==> config.mk <==
export PLATFORM = sky130hd
export DESIGN_NAME = spi_byte_sequencer
export DESIGN_NICKNAME = d
export VERILOG_FILES = /design/src/rtl/spi_byte_sequencer.sv
export SDC_FILE = /design/constraint.sdc
export NUM_CORES = 1
export LEC_CHECK = 0
export CORE_MARGIN = 4
export CORE_UTILIZATION = 40
export DETAILED_ROUTE_END_ITERATION = 7
export SLEW_MARGIN = 25
export SYNTH_ARGS = -nofsm -noshare
export SYNTH_HDL_FRONTEND = slang
export SYNTH_SLANG_ARGS = --single-unit
==> constraint.sdc <==
create_clock -name sys_clk -period 2.9 [get_ports sys_clk]
set_clock_uncertainty 0.2 [all_clocks]
set_input_delay 0.435 -clock sys_clk [delete_from_list [all_inputs] [get_ports sys_clk]]
set_output_delay 0.435 -clock sys_clk [all_outputs]
set_load 0.01 [all_outputs]
==> src/rtl/spi_byte_sequencer.sv <==
// spi_byte_sequencer: feeds bytes from a TX FIFO to an external spi_master one
// transfer at a time and collects the received bytes into an RX FIFO.
// Optional completion watchdog: define SPI_SEQ_TIMEOUT_EN to build it in.

// Synchronous FIFO, power-of-two depth, combinational head read.
module spi_seq_fifo #(
  parameter int W     = 8,
  parameter int DEPTH = 16
) (
  input  logic         clk,
  input  logic         rst,
  input  logic         push,
  input  logic [W-1:0] wdata,
  input  logic         pop,
  output logic [W-1:0] rdata,
  output logic         full,
  output logic         empty
);
  localparam int AW = $clog2(DEPTH);

  logic [W-1:0] mem_q [DEPTH];
  logic [AW:0]  wptr_q, rptr_q;
  logic         do_push, do_pop;

  // Extra pointer bit tells full from empty when the index bits match.
  assign empty   = (wptr_q == rptr_q);
  assign full    = (wptr_q[AW] != rptr_q[AW]) && (wptr_q[AW-1:0] == rptr_q[AW-1:0]);
  assign do_push = push && !full;
  assign do_pop  = pop && !empty;
  assign rdata   = mem_q[rptr_q[AW-1:0]];

  // Pointer update; wraps naturally modulo DEPTH.
  always_ff @(posedge clk or posedge rst) begin
    if (rst) begin
      wptr_q <= '0;
      rptr_q <= '0;
    end else begin
      if (do_push) wptr_q <= wptr_q + 1'b1;
      if (do_pop)  rptr_q <= rptr_q + 1'b1;
    end
  end

  // Storage write; contents need no reset since the pointers gate visibility.
  always_ff @(posedge clk) begin
    if (do_push) mem_q[wptr_q[AW-1:0]] <= wdata;
  end
endmodule

module spi_byte_sequencer #(
  parameter int DATA_WIDTH     = 8,
  parameter int FIFO_DEPTH     = 16,
  parameter int GAP_CYCLES     = 2,
  parameter int TIMEOUT_CYCLES = 1024
) (
  input  logic                  sys_clk,
  input  logic                  rst,
  input  logic [DATA_WIDTH-1:0] tx_data,
  input  logic                  tx_valid,
  output logic                  tx_ready,
  output logic [DATA_WIDTH-1:0] rx_data,
  output logic                  rx_valid,
  input  logic                  rx_ready,
  output logic                  spi_start,
  output logic [DATA_WIDTH-1:0] data_in,
  input  logic [DATA_WIDTH-1:0] data_recv,
  input  logic                  data_recv_vld,
  output logic                  busy,
  output logic                  err_timeout
);
  localparam logic [2:0] S_IDLE  = 3'd0;
  localparam logic [2:0] S_LOAD  = 3'd1;
  localparam logic [2:0] S_KICK  = 3'd2;
  localparam logic [2:0] S_WAIT  = 3'd3;
  localparam logic [2:0] S_STORE = 3'd4;
  localparam logic [2:0] S_GAP   = 3'd5;

  localparam logic [7:0] GAP_LAST = 8'(GAP_CYCLES - 1);

  logic [2:0]            state_q, state_d;
  logic [7:0]            gap_cnt_q, gap_cnt_d;
  logic [DATA_WIDTH-1:0] data_in_q;
  logic                  spi_start_q;
  logic                  vld_q;
  logic                  vld_rise;
  logic                  wdog_expire;
  logic                  tx_pop, rx_push;
  logic                  tx_full, tx_empty, rx_full, rx_empty;
  logic [DATA_WIDTH-1:0] tx_head;

  spi_seq_fifo #(.W(DATA_WIDTH), .DEPTH(FIFO_DEPTH)) u_tx_fifo (
    .clk(sys_clk), .rst(rst),
    .push(tx_valid), .wdata(tx_data), .pop(tx_pop),
    .rdata(tx_head), .full(tx_full), .empty(tx_empty)
  );

  spi_seq_fifo #(.W(DATA_WIDTH), .DEPTH(FIFO_DEPTH)) u_rx_fifo (
    .clk(sys_clk), .rst(rst),
    .push(rx_push), .wdata(data_recv), .pop(rx_ready),
    .rdata(rx_data), .full(rx_full), .empty(rx_empty)
  );

  assign tx_ready  = !tx_full;
  assign rx_valid  = !rx_empty;
  assign spi_start = spi_start_q;
  assign data_in   = data_in_q;
  assign busy      = (state_q != S_IDLE);

  // Completion is a fresh low-to-high edge only; a level left high from the
  // previous transfer must not end the current one.
  assign vld_rise = data_recv_vld && !vld_q;

  // Next-state logic. The TX pop happens on the edge that enters LOAD so that
  // data_in already holds the byte for the whole spi_start pulse.
  always_comb begin
    state_d   = state_q;
    gap_cnt_d = '0;
    tx_pop    = 1'b0;
    rx_push   = 1'b0;
    case (state_q)
      S_IDLE: begin
        if (!tx_empty) begin
          state_d = S_LOAD;
          tx_pop  = 1'b1;
        end
      end
      S_LOAD: state_d = S_KICK;
      S_KICK: state_d = S_WAIT;
      S_WAIT: begin
        if (vld_rise)         state_d = S_STORE;
        else if (wdog_expire) state_d = S_GAP;
      end
      S_STORE: begin
        // Hold here without losing the byte until the RX FIFO has room.
        if (!rx_full) begin
          rx_push = 1'b1;
          state_d = S_GAP;
        end
      end
      S_GAP: begin
        if (gap_cnt_q == GAP_LAST) begin
          if (!tx_empty) begin
            state_d = S_LOAD;
            tx_pop  = 1'b1;
          end else begin
            state_d = S_IDLE;
          end
        end else begin
          gap_cnt_d = gap_cnt_q + 8'd1;
        end
      end
      default: state_d = S_IDLE;
    endcase
  end

  // FSM, start strobe, outgoing byte and completion-level history.
  always_ff @(posedge sys_clk or posedge rst) begin
    if (rst) begin
      state_q     <= S_IDLE;
      gap_cnt_q   <= '0;
      spi_start_q <= 1'b0;
      data_in_q   <= '0;
      vld_q       <= 1'b1;
    end else begin
      state_q     <= state_d;
      gap_cnt_q   <= gap_cnt_d;
      spi_start_q <= (state_d == S_LOAD);
      vld_q       <= data_recv_vld;
      if (tx_pop) data_in_q <= tx_head;
    end
  end

`ifdef SPI_SEQ_TIMEOUT_EN
  localparam int TW = $clog2(TIMEOUT_CYCLES + 1);

  logic [TW-1:0] wdog_q, wdog_d;
  logic          err_q;

  // Counter is zero on the first WAIT cycle, so expiry lands on WAIT cycle
  // TIMEOUT_CYCLES; a completion in that same cycle still wins.
  assign wdog_expire = (state_q == S_WAIT) && !vld_rise &&
                       (wdog_q == TW'(TIMEOUT_CYCLES - 1));
  assign err_timeout = err_q;

  // Watchdog count runs only while waiting for completion.
  always_comb begin
    wdog_d = '0;
    if (state_q == S_WAIT) wdog_d = wdog_q + 1'b1;
  end

  // Watchdog register and sticky error, cleared only by reset.
  always_ff @(posedge sys_clk or posedge rst) begin
    if (rst) begin
      wdog_q <= '0;
      err_q  <= 1'b0;
    end else begin
      wdog_q <= wdog_d;
      if (wdog_expire) err_q <= 1'b1;
    end
  end
`else
  assign wdog_expire = 1'b0;
  assign err_timeout = 1'b0;
`endif

endmodule

==> run summary, run 1 <==
Slew Limit Fails - 0
run status - finished, violations left
IO Port Bufs - 40
Reg clk slew, reported paths - 0.06 ns
sequential fraction of the synthesis area - 72.64%
final WL - 24.10 mm
Critical Path RT - 2.27 ns
drt via density - 5.233
Design Power - 13.38 mW
CTS sink cnt - 297
die area - 32,830 sq um
Site Rows - 63
Post-synth EDFFs - 256
Most Crowded Layer GR - met2
vias in the first global route - 6,355
largest net degree at the start of global routing - 52
LEAKAGE - 4.915 nW
area post-placement - 13,110 sq um
ant diodes - 0
DR iter-0 viols - 316
Netlist cell types - 43
Die X - 181.2 um
crit-path cells - buf_12, buf_12, mux4_2, nor2b_1, a211oi_1, a21oi_1, buf_2
Mapped Cells - 648
GRT overflow - 0
register area - 8720 sq um
CP Capture Type - output port
Relative slew margins - 47.23%
GRT Util Overall - 14.66%
RSZ-0062 raised after global routing - yes
pwr/cell area - 934.7 nW/um^2
worst-margin pin slew - 0.7891 ns
vias - 6,086
Synth Register Bits - 297
Final WS setup - -0.01117 ns
max cap viols - 0
pre-CTS setup slack - 0.1251 ns
met3 usage - 2.396%
Netlist Area Pre-Place - 12,000 sq um
Async SR Flop Fraction - 13.80%
CTS Buffer Depth - 3
GP Congestion - 0.7741
critical path class - register to output port
clock root buffer - clkbuf_16
FMAX - 343.5 MHz
wire per inst - 20.72 um
area occupied by multi-input gates - 3087 sq um
CTS tree - yes
Peak supply drop - 0.0005630 V
Synth Flop Type - edfxtp_1
final instance area - 14,310 sq um
CP max-delay cell - mux4_2
Die H - 181.2 um
drt first pass iters - 4
crit-path max FO - 6
Top Ports - 42
failing checks - negative setup slack
first-pass GRT wire length - 37.66 mm
crit start category - register
Initial Utilization - 40.48%
Synth warnings - 0
fin nets - 783
syn avg cell area - 18.51 sq um
fin crit share - 100.4%
Post-DRT Antenna Nets - 0
most common cell after layout, fill and taps aside - edfxtp_1
met2 usage - 25.39%
CP most frequent cell - buf_12
layout cell share with drive strength beyond 1 - 24.19%
core box area - 29,640 sq um
initial antenna violation count - 0
CTS H-tree lvls - 1
Crit path largest cell delay - 0.48 ns
most frequent cells in the layout - edfxtp_1, buf_4, nor2_1
HP Class - primary input to asynchronous set/reset pin
Final HPWL DP - 15.34 mm
Critical Path AT - 2.28 ns
utilization after layout - 48.29%
# DRC - 0
synth-to-layout area growth - 19.31%
syn_nets - 681
final hold viol count - 0
Worst-Skew Late Latency - 0.54 ns
met1 global-route usage - 19.68%
Setup Viol. Count Final - 1
CTS Hold Bufs - 0
FILL cells - 2,464
Tmin final - 2.911 ns
CTS buffer count - 31
## cells by family (layout without fill, tap and decap cells)
group                      after synthesis  in the layout  share of synthesized area (%)
xor gates and xnor gates                32             32                          2.336
adders and majority gates               12             12                          1.252
buffers and inverters                   44            169                          2.128
other                                    1              1                        0.03126
AOI/OAI and AO/OA                       58             58                          3.254
DFF                                    297            297                          72.64
muxes                                   82             82                          13.32
and+or+nand+nor                        122            122                          5.037
## report_power, final
group          leakage [nW]  total, mW  switching (mW)  internal (mW)
Clock                 0.505       3.98            1.54           2.44
Combinational          1.60       4.09            2.04           2.05
Sequential             2.81       5.30           0.251           5.05
## stage by stage
stage | std cells | hold WS (ns) | setup TNS (ns)
3_3_place_gp | 1094 | 0.2785 | 0
5_1_grt | 1163 | 0.08020 | -0.5990
2_1_floorplan | 648 | 0.2395 | 0
3_5_place_dp | 1094 | 0.2884 | 0
6_report | 1163 | 0.04997 | -0.01117
4_1_cts | 1161 | 0.04608 | -0.1486
## routing by layer
layer,part of all wire [%],routed length [um]
met5,0,0
met1,42,10210
met3,4.4,1063
met2,51,12400
met4,1.8,423
## layout make-up
class                      count  area share (%)
inverter                      10          0.2710
multi-input combinational    307           21.57
tap                          390           3.409
clock inverter                17           1.477
sequential                   297           60.92
clock buffer                  39           5.770
timing repair buffer         103           6.583
## state kept, by name, indices dropped and copies added (netlist names)
register / count
u_rx_fifo.wptr_q: 5
u_tx_fifo.rptr_q: 5
vld_q: 1
u_tx_fifo.wptr_q: 5
u_tx_fifo.mem_q: 128
state_q: 3
u_rx_fifo.rptr_q: 5
spi_start: 1
data_in: 8
gap_cnt_q: 8
u_rx_fifo.mem_q: 128
## worst paths after layout
check | from | end | slack, ns | depth (start not counted)
worst max-delay path | u_rx_fifo.rptr_q[0] | rx_data[4] | -0.01 | 7
worst min-delay path | rst | spi_start | 0.05 | 2
worst max register to register | u_rx_fifo.rptr_q[0] | u_rx_fifo.mem_q[3][1] | 0.42 | 9
worst min register to register | u_tx_fifo.rptr_q[4] | u_tx_fifo.rptr_q[4] | 0.29 | 1
max in group asynchronous | rst | u_rx_fifo.rptr_q[0] | 1.89 | 3
min in group sys_clk | data_recv_vld | vld_q | 0.16 | 1
## cells in the mapped netlist (15+ instances only)
library cell,instances,area (sq um)
edfxtp_1,256,7687
nor2_1,43,161.4
mux2i_1,16,160.2
mux4_2,39,878.3
mux4_1,17,446.7
dfrtp_1,40,1001
xor2_1,17,148.9
xnor2_1,15,131.4
a211oi_1,17,127.6
nor2b_1,24,150.1
a21oi_1,24,120.1
nand2_1,18,67.56
## critical path: cells and delay by family, from the launching register on
kind                   cells  cell delay, ns
AND/OR/NAND/NOR            1            0.14
multiplexers               1            0.48
AO/OA/AOI/OAI              2            0.28
buffers and inverters      3            0.41
flip-flops                 1            0.41
## what timing repair did
item / 4_1_cts / 5_1_grt
setup buffers: 11 / 3
pin swaps: 7 / 4
resized for setup: 50 / 8
gates cloned: 0 / 0
setup endpoints to repair: 10 / 10
(Power assumes the default switching activity.)
==> inputs of run 2 (changes only) <==
--- a/config.mk
+++ b/config.mk
@@ -8,6 +8,7 @@
 export CORE_MARGIN = 4
 export CORE_UTILIZATION = 40
 export DETAILED_ROUTE_END_ITERATION = 7
+export REMOVE_ABC_BUFFERS = 1
 export SLEW_MARGIN = 25
 export SYNTH_ARGS = -nofsm -noshare
 export SYNTH_HDL_FRONTEND = slang
==> run 2 against run 1 <==
The flow still finishes with violations (negative setup slack). Count of clock-buffer cells in the layout down 7. Hold slack better by 0.043 ns. Wire length grew 1.9%. Flip-flop and latch count stayed put. Global-route usage increased by 0.37 points. Sequential power is essentially flat. Final cell count up 0.77%. Total power grew 1.1%. Register-to-register slack got worse by 0.28 ns. Critical path depth rose by 1. Worst setup slack got worse by 0.072 ns. Largest cell class unchanged.
==> run summary, run 2 (synthesis gave the netlist of run 1 again) <==
run status - finished, violations left
failing checks - negative setup slack
initial antenna violation count - 0
most frequent cells in the layout - edfxtp_1, buf_4, nor2_1
crit-path max FO - 4
Switch Pwr - 3.983 mW
CP Capture Type - output port
ant diodes - 0
crit start category - register
Final WS setup - -0.08343 ns
power share of the clock group - 29.6%
area post-placement - 13,120 sq um
CP max-delay cell - dfrtp_2
final instance area - 14,430 sq um
Relative slew margins - 49.59%
clock root buffer - clkbuf_16
CTS tree - yes
Design Power - 13.52 mW
IO Port Bufs - 40
Reg power frac - 39.2%
vias - 6,118
Setup Viol. Count Final - 5
HP Class - primary input to asynchronous set/reset pin
Top Ports - 42
RSZ-0062 raised after global routing - yes
Die H - 181.2 um
Reg clk slew, reported paths - 0.07 ns
drt first pass iters - 4
FMAX - 335.2 MHz
Crit path largest cell delay - 0.44 ns
Tmin final - 2.983 ns
max cap viols - 0
Logic pwr share - 31.1%
crit-path cells - buf_12, buf_12, buf_12, buf_12, mux4_2, a211oi_2, a21oi_1, buf_2
die area - 32,830 sq um
layout cell share with drive strength beyond 1 - 25.83%
GP Congestion - 0.8155
Critical Path RT - 2.27 ns
drt via density - 5.220
CTS H-tree lvls - 1
Non-Filler Instances - 1,172
fin nets - 791
register area - 8718 sq um
wire per inst - 20.96 um
Site Rows - 63
switch share - 29.46%
area occupied by multi-input gates - 3108 sq um
final hold slack - 0.09278 ns
CTS Buffer Depth - 3
vias in the first global route - 6,591
GRT Util Overall - 15.03%
final WL - 24.57 mm
CTS buffer count - 30
worst-margin pin slew - 0.7538 ns
Inst Count DP - 1,095
critical path class - register to output port
Worst-Skew Late Latency - 0.56 ns
CTS sink cnt - 297
most common cell after layout, fill and taps aside - edfxtp_1
Slew Limit Fails - 0
Peak supply drop - 0.0004566 V
buffer and inverter count on the worst path - 5
Die X - 181.2 um
DR iter-0 viols - 427
fin crit share - 102.9%
# DRC - 0
Post-DRT Antenna Nets - 0
utilization after layout - 48.67%
pwr/cell area - 937.2 nW/um^2
synth-to-layout area growth - 20.24%
FILL cells - 2,492
first-pass GRT wire length - 38.65 mm
CP most frequent cell - buf_12
Setup TNS - -0.2265 ns
pre-CTS setup slack - 0.1008 ns
largest net degree at the start of global routing - 40
Initial Utilization - 40.48%
Int Power - 9.537 mW
Final HPWL DP - 15.36 mm
Critical Path AT - 2.35 ns
core box area - 29,640 sq um
CP top delay family - buffers and inverters
final hold viol count - 0
LEAKAGE - 4.977 nW
GRT overflow - 0
[run 2: path summary, 6_finish.rpt]
kind	slack, ns	from	endpoint	cells past startpoint
worst max register to register	0.14	u_rx_fifo.rptr_q[0]	u_rx_fifo.mem_q[15][0]	10
worst max-delay path	-0.08	u_rx_fifo.rptr_q[0]	rx_data[0]	8
worst min register to register	0.30	u_tx_fifo.wptr_q[4]	u_tx_fifo.wptr_q[4]	1
min in group sys_clk	0.13	data_recv_vld	vld_q	1
max in group asynchronous	1.72	rst	u_tx_fifo.wptr_q[3]	3
worst min-delay path	0.09	rst	gap_cnt_q[1]	2
[run 2: area by class of cell]
class,instances,area share (%)
clock buffers,32,5.326
flip-flops and latches,297,60.44
well taps,390,3.383
repair buffers,112,7.112
inverters,10,0.2602
clock inverters,24,1.934
multi-input cells,307,21.55
[run 2: layer usage]
layer	vias up	wire, um	track usage [%]
met5	-	0	0
met4	0	588	3.963
met3	45	1236	2.416
met2	151	12400	25.94
met1	3141	10340	19.98
li1	2781	-	-
[run 2: what timing repair did]
action	4_1_cts	5_1_grt
hold buffers	0	0
pin swaps	9	6
hold endpoints to repair	0	0
endpoints found under the setup margin	10	10
gates resized for setup	45	13
cloned	1	0
buffers inserted	12	9
[run 2: power by group through the flow]
| stage | Sequential (mW) | Clock (mW) | Combinational (mW) |
|---|---|---|---|
| 4_1_cts | 5.30 | 4.09 | 4.15 |
| 6_report | 5.30 | 4.01 | 4.21 |
| 3_3_place_gp | 5.36 | 0 | 3.86 |
| 5_1_grt | 5.34 | 4.28 | 4.58 |
| 2_1_floorplan | 5.76 | 0 | 1.97 |
| 3_5_place_dp | 5.39 | 0 | 3.90 |
